**src/rtl/bus_arbiter_pkg.sv**
```systemverilog
// bus_arbiter_pkg: shared bus width, default master count and arbiter FSM state encodings
package bus_arbiter_pkg;
  localparam int DATAWIDTH = 16;
  localparam int ARB_NREQ = 4;
  typedef enum logic [1:0] {ARB_IDLE = 2'd0, ARB_GRANT = 2'd1, ARB_TURN = 2'd2} arb_state_e;
endpackage

```
**src/rtl/bus_arbiter_if.sv**
```systemverilog
// bus_arbiter_if: arbiter handshake bundle; req in, gnt/owner/busy out; master = requester side, slave = arbiter side
interface bus_arbiter_if import bus_arbiter_pkg::*; #(parameter int NREQ = ARB_NREQ);
  logic [NREQ-1:0] req;
  logic [NREQ-1:0] gnt;
  logic [$clog2(NREQ)-1:0] owner;
  logic busy;
  modport master (output req, input gnt, owner, busy);
  modport slave (input req, output gnt, owner, busy);
endinterface

```
**src/rtl/bus_arbiter_rr_pick.sv**
```systemverilog
// rr_pick: combinational round-robin search of req upward from ptr with wrap; outputs any and winner index
module rr_pick import bus_arbiter_pkg::*; #(
  parameter int NREQ = ARB_NREQ,
  localparam int OW = $clog2(NREQ)
) (
  input  logic [NREQ-1:0] req,
  input  logic [OW-1:0]   ptr,
  output logic            any,
  output logic [OW-1:0]   winner
);
  always_comb begin
    any = |req;
    winner = '0;
    for (int k = NREQ - 1; k >= 0; k--)
      if (req[(int'(ptr) + k) % NREQ]) winner = OW'((int'(ptr) + k) % NREQ);
  end
endmodule

```
**src/rtl/bus_arbiter.sv**
```systemverilog
// bus_arbiter: round-robin bus arbiter with hold cap and turnaround cycle; ports clk, reset_n (sync, active-low), bus (slave: req in, gnt/owner/busy out)
module bus_arbiter import bus_arbiter_pkg::*; #(
  parameter int NREQ = ARB_NREQ,
  parameter int MAXHOLD = 4
) (
  input logic clk,
  input logic reset_n,
  bus_arbiter_if.slave bus
);
  localparam int OW = $clog2(NREQ);
  localparam int HW = (MAXHOLD > 0) ? $clog2(MAXHOLD + 1) : 1;
  localparam logic [HW-1:0] HMAX = HW'(MAXHOLD);
  arb_state_e state_q, state_d;
  logic [NREQ-1:0] gnt_q, gnt_d;
  logic [OW-1:0] owner_q, owner_d, ptr_q, ptr_d, winner;
  logic [HW-1:0] hold_q, hold_d;
  logic busy_q, busy_d, any, arb, rel, pre;
  rr_pick #(.NREQ(NREQ)) u_pick (.req(bus.req), .ptr(ptr_q), .any(any), .winner(winner));
  always_comb begin
    arb = state_q != ARB_GRANT && any;
    rel = state_q == ARB_GRANT && !bus.req[owner_q];
    pre = state_q == ARB_GRANT && MAXHOLD != 0 && hold_q == HMAX && |(bus.req & ~gnt_q);
    state_d = arb ? ARB_GRANT : state_q != ARB_GRANT ? ARB_IDLE : (rel || pre) ? ARB_TURN : ARB_GRANT;
    owner_d = arb ? winner : state_d == ARB_GRANT ? owner_q : '0;
    ptr_d = arb ? (winner == OW'(NREQ - 1) ? '0 : winner + OW'(1)) : ptr_q;
    hold_d = arb ? HW'(1) : (state_q == ARB_GRANT && MAXHOLD != 0 && hold_q != HMAX) ? hold_q + HW'(1) : hold_q;
    gnt_d = state_d == ARB_GRANT ? NREQ'(1) << owner_d : '0;
    busy_d = state_d == ARB_GRANT;
  end
  always_ff @(posedge clk) begin
    if (!reset_n) begin
      state_q <= ARB_IDLE;
      gnt_q <= '0;
      owner_q <= '0;
      ptr_q <= '0;
      hold_q <= '0;
      busy_q <= 1'b0;
    end else begin
      state_q <= state_d;
      gnt_q <= gnt_d;
      owner_q <= owner_d;
      ptr_q <= ptr_d;
      hold_q <= hold_d;
      busy_q <= busy_d;
    end
  end
  assign bus.gnt = gnt_q;
  assign bus.owner = owner_q;
  assign bus.busy = busy_q;
endmodule
```
**src/flat_wrapper.sv**
```systemverilog
// flat-port wrapper written by rule: the top's interface ports become plain ports
module bus_arbiter_flat import bus_arbiter_pkg::*;
#(
  parameter int NREQ = ARB_NREQ,
  parameter int MAXHOLD = 4
)
  (clk, reset_n, bus_req, bus_gnt, bus_owner, bus_busy);
  bus_arbiter_if #(.NREQ(NREQ)) bus_i ();
  input logic clk;
  input logic reset_n;
  input wire logic [$bits(bus_i.req)-1:0] bus_req;
  output wire logic [$bits(bus_i.gnt)-1:0] bus_gnt;
  output wire logic [$bits(bus_i.owner)-1:0] bus_owner;
  output wire logic [$bits(bus_i.busy)-1:0] bus_busy;
  assign bus_i.req = bus_req;
  assign bus_gnt = bus_i.gnt;
  assign bus_owner = bus_i.owner;
  assign bus_busy = bus_i.busy;
  bus_arbiter #(.NREQ(NREQ), .MAXHOLD(MAXHOLD)) u_core (.clk(clk), .reset_n(reset_n), .bus(bus_i));
endmodule
```
**config.mk**
```make
export PLATFORM = sky130hd
export DESIGN_NAME = bus_arbiter_flat
export DESIGN_NICKNAME = d
export VERILOG_FILES = /design/src/rtl/bus_arbiter_pkg.sv /design/src/rtl/bus_arbiter_if.sv /design/src/rtl/bus_arbiter_rr_pick.sv /design/src/rtl/bus_arbiter.sv /design/src/flat_wrapper.sv
export SDC_FILE = /design/constraint.sdc
export NUM_CORES = 1
export LEC_CHECK = 0
export ABC_AREA = 1
export CORE_MARGIN = 10
export CORE_UTILIZATION = 50
export DETAILED_ROUTE_END_ITERATION = 12
export PLACE_DENSITY = 0.78
export SETUP_SLACK_MARGIN = 0.3
export SLEW_MARGIN = 20
export SYNTH_ARGS = -nofsm -noshare
export SYNTH_HDL_FRONTEND = slang
export SYNTH_SLANG_ARGS = --single-unit
```
**constraint.sdc**
```tcl
create_clock -name clk -period 3 [get_ports clk]
set_clock_uncertainty 0.1 [all_clocks]
set_input_delay 0.45 -clock clk [delete_from_list [all_inputs] [get_ports clk]]
set_output_delay 0.45 -clock clk [all_outputs]
set_load 0.05 [all_outputs]
```
==> results.rst <==
.. list-table::
   :header-rows: 1

   * - Metric
     - Value
   * - Setup violators final
     - 0
   * - Area share of the largest cell type after synthesis
     - a little under a third
   * - Insertion delay to the later sink of the worst-skew pair
     - 0.29 ns
   * - Final worst-path cycle share
     - 71.3%
   * - Top post-synthesis cells by area
     - sky130_fd_sc_hd__dfxtp_1 (31%), sky130_fd_sc_hd__nand2_1 (12%), sky130_fd_sc_hd__nand2_2 (9.7%)
   * - Number of ports placed on the die boundary
     - 13
   * - Nature of the critical path endpoint
     - output port
   * - CTS max path bufs
     - 2
   * - Class of the worst hold path
     - reg2reg
   * - Number of sinks driven by the clock tree
     - 13
   * - Post-CTS Hold Fix Bufs
     - 0
   * - EDFF count, synth
     - 0
   * - Slew HR
     - 65.9%
   * - Unique cell type count in the Yosys netlist
     - 25
   * - Die W
     - 61.0 µm
   * - MaxCap Viol Count
     - 0
   * - Top-count cell post-synth
     - sky130_fd_sc_hd__nand2_1
   * - RePlAce Congestion
     - 0.847
   * - Num CTS Buffers
     - 3
   * - Net Count, Synth
     - 131
   * - Peak supply drop
     - 0.591 mV
   * - Flip-flop and latch count after synthesis
     - 13
   * - Final core utilization
     - 64.6%
   * - Max Clock Freq
     - 468 MHz
   * - N_diodes
     - 0
   * - Port Buf Inserts
     - 12
   * - Cell accounting for the most synthesized area
     - sky130_fd_sc_hd__dfxtp_1
   * - Share of post-route cells with drive strength above 1
     - roughly 20%
   * - Fill count
     - 146
   * - Final Hold Fails
     - 0
   * - Critical path launch point type
     - flop
   * - Number of nets with antenna violations after detailed routing
     - 0
   * - Pin count of the biggest net entering global routing
     - 11
   * - Max stage delay cell, worst path
     - sky130_fd_sc_hd__clkdlybuf4s50_1
   * - Count of mapped cells out of synthesis
     - 122
   * - Post-synthesis async set-or-reset flop share
     - 0%
   * - WP data required
     - 2.45 ns
   * - Number of warnings issued by yosys
     - 0
   * - Delay contributed by the slowest stage of the critical path
     - approximately 0.85 ns
   * - Post-layout min period
     - 2.14 ns
   * - Number of post-CTS setup repair buffers
     - 0
   * - Crit-path cells
     - clkdlybuf4s50_1
   * - Clock root buffer master
     - sky130_fd_sc_hd__clkbuf_4
   * - Buf/Inv on CP
     - 1
   * - Number of antenna violations at the first check in global routing
     - 0
   * - Global-route wire length before repair
     - 3.28 mm
   * - GRT Resource Usage Total
     - between 10% and 20%
   * - Post-detailed-route wirelength per cell
     - 12.4 µm
   * - Sequential cell area
     - between 200 and 300 µm²
   * - Std-Cell Rows
     - 14
   * - Cells resized by post-CTS repair
     - 0
   * - Layout-stage area growth over the synthesis result
     - 18.5%
   * - Routed via count
     - 820
   * - Slew Viols, Final
     - 0
   * - Drt drc
     - 0
   * - Via count of the first global-routing pass
     - 769
   * - Outcome
     - complete, no violations
   * - Static Leak
     - 0.489 nW
   * - Worst path top cell family by delay
     - buffers and inverters
   * - Worst hold slack after final layout
     - 0.392 ns
   * - Maximum level of the CTS H-tree
     - 1
   * - Floorplan die area
     - 3720 µm²
   * - Post-Synthesis Cell Area
     - 841 µm²
   * - Power density of the placed cells
     - 946 nW/µm²
   * - HPWL after DPL
     - 1.54 mm
   * - Drt total wl
     - 1.90 mm
   * - Worst Path Arrival
     - 1.59 ns
   * - Die Span Y
     - 61.0 µm
   * - Number of optimization iterations in the first detailed-route pass
     - 4
   * - TNS Setup
     - 0 ns
   * - Total congestion overflow after global routing
     - 0
   * - Unrepaired setup endpoints after global routing
     - false
   * - First DRT Iteration DRCs
     - 25
   * - Net count of the finished layout
     - 147
   * - TritonCTS clock tree
     - done
   * - Transition time at the pin with the least slew margin
     - about 0.51 ns
   * - CP max FO
     - 7
   * - Floorplan Core Area
     - approximately 1500 µm²
   * - Most used flip-flop cell after synthesis
     - sky130_fd_sc_hd__dfxtp_1
   * - Share of the yosys chip area belonging to registers
     - between 30% and 40%
   * - Effective utilization at floorplan
     - a little over half
   * - Vias per inst
     - about 5.4
   * - Clock-pin transition on the worst setup and hold timing paths
     - around 0.080 ns
   * - Commonest cells in the netlist
     - sky130_fd_sc_hd__nand2_1 (27), sky130_fd_sc_hd__inv_1 (14), sky130_fd_sc_hd__dfxtp_1 (13), sky130_fd_sc_hd__nand2_2 (13), sky130_fd_sc_hd__nor2_1 (12)
   * - Post-Syn Area per Cell
     - 6.89 µm²
   * - Combined area of the multi-input logic cells
     - 495 µm²
   * - Category of the critical setup timing path
     - reg2out
layout make-up:
| class | count | share of cell area [%] |
|---|---|---|
| Sequential cell | 13 | 26.1 |
| Tap cell | 16 | 2.01 |
| Inverter | 18 | 7.41 |
| Timing Repair Buffer | 12 | 12.1 |
| Clock buffer | 4 | 2.64 |
| Multi-Input combinational cell | 90 | 49.7 |
through the flow:
stage / std cells / setup WS (ns) / area, µm² / power [mW]
2_1_floorplan: 122 / 1.29 / 841 / 0.697
3_3_place_gp: 149 / 0.727 / 970 / 0.812
3_5_place_dp: 149 / 0.670 / 970 / 0.827
4_1_cts: 153 / 0.863 / 996 / 0.944
5_1_grt: 153 / 0.806 / 996 / 1.02
6_report: 153 / 0.861 / 996 / 0.942
worst paths after layout:
check / start / to / slack [ns] / depth (start not counted)
worst max-delay path: u_core.bus.owner[0] / bus_owner[0] / 0.86 / 1
worst min-delay path: u_core.hold_q[2] / u_core.hold_q[2] / 0.39 / 2
worst max register to register: u_core.ptr_q[0] / u_core.ptr_q[0] / 0.97 / 10
worst min register to register: u_core.hold_q[2] / u_core.hold_q[2] / 0.39 / 2
sequential cells by signal (all words and copies together) (netlist names):
register,cells
u_core.bus.gnt,4
u_core.hold_q,3
u_core.bus.owner,2
u_core.ptr_q,2
u_core.state_q,2
where the power goes:
group	switching, mW	internal [mW]
registers	0.0582	0.222
logic	0.355	0.191
clock network	0.0638	0.0517
routing by layer:
metal  track usage [%]  up-vias  share of wire [%]
li1                  -      423                  -
met4              4.70        0                1.9
met2              19.5       19                 49
met5                 0        -                  0
met3              4.18        5                6.1
met1              12.4      373                 43
cells by family (layout without fill, tap and decap cells):
kind of cell    after synthesis  after routing  synth area share, %
simple gates                 72             72                 42.4
buf+inv                      19             34                 10.1
flops                        13             13                 31.0
compound gates               12             12                 8.63
fa+ha+maj                     3              3                 4.46
xor+xnor                      2              2                 2.08
mux                           1              1                 1.34
cell usage in the layout, fill, tap and decap left out:
| master | instances |
|---|---|
| sky130_fd_sc_hd__nand2_2 | 13 |
| sky130_fd_sc_hd__ha_1 | 3 |
| sky130_fd_sc_hd__mux2_2 | 1 |
| sky130_fd_sc_hd__clkinv_2 | 1 |
| sky130_fd_sc_hd__inv_2 | 2 |
| sky130_fd_sc_hd__dfxtp_1 | 13 |
| sky130_fd_sc_hd__or2_2 | 1 |
| sky130_fd_sc_hd__clkbuf_4 | 3 |
| sky130_fd_sc_hd__o21ai_1 | 1 |
| sky130_fd_sc_hd__nand3_1 | 10 |
| sky130_fd_sc_hd__clkdlybuf4s50_1 | 12 |
| sky130_fd_sc_hd__a21oi_1 | 2 |
| sky130_fd_sc_hd__nand2_1 | 27 |
| sky130_fd_sc_hd__inv_1 | 14 |
| sky130_fd_sc_hd__o21a_1 | 1 |
| sky130_fd_sc_hd__o22ai_1 | 3 |
| sky130_fd_sc_hd__inv_6 | 1 |
| sky130_fd_sc_hd__o21ai_2 | 1 |
| sky130_fd_sc_hd__nand3_2 | 3 |
| sky130_fd_sc_hd__or2_1 | 1 |
| sky130_fd_sc_hd__nor2_1 | 12 |
| sky130_fd_sc_hd__o211ai_1 | 1 |
| sky130_fd_sc_hd__xor2_1 | 2 |
| sky130_fd_sc_hd__nand4_1 | 4 |
| sky130_fd_sc_hd__nand2_4 | 1 |
| sky130_fd_sc_hd__o21ai_0 | 3 |
| sky130_fd_sc_hd__clkbuf_1 | 1 |
No activity file was read; power rests on OpenSTA's default activity.
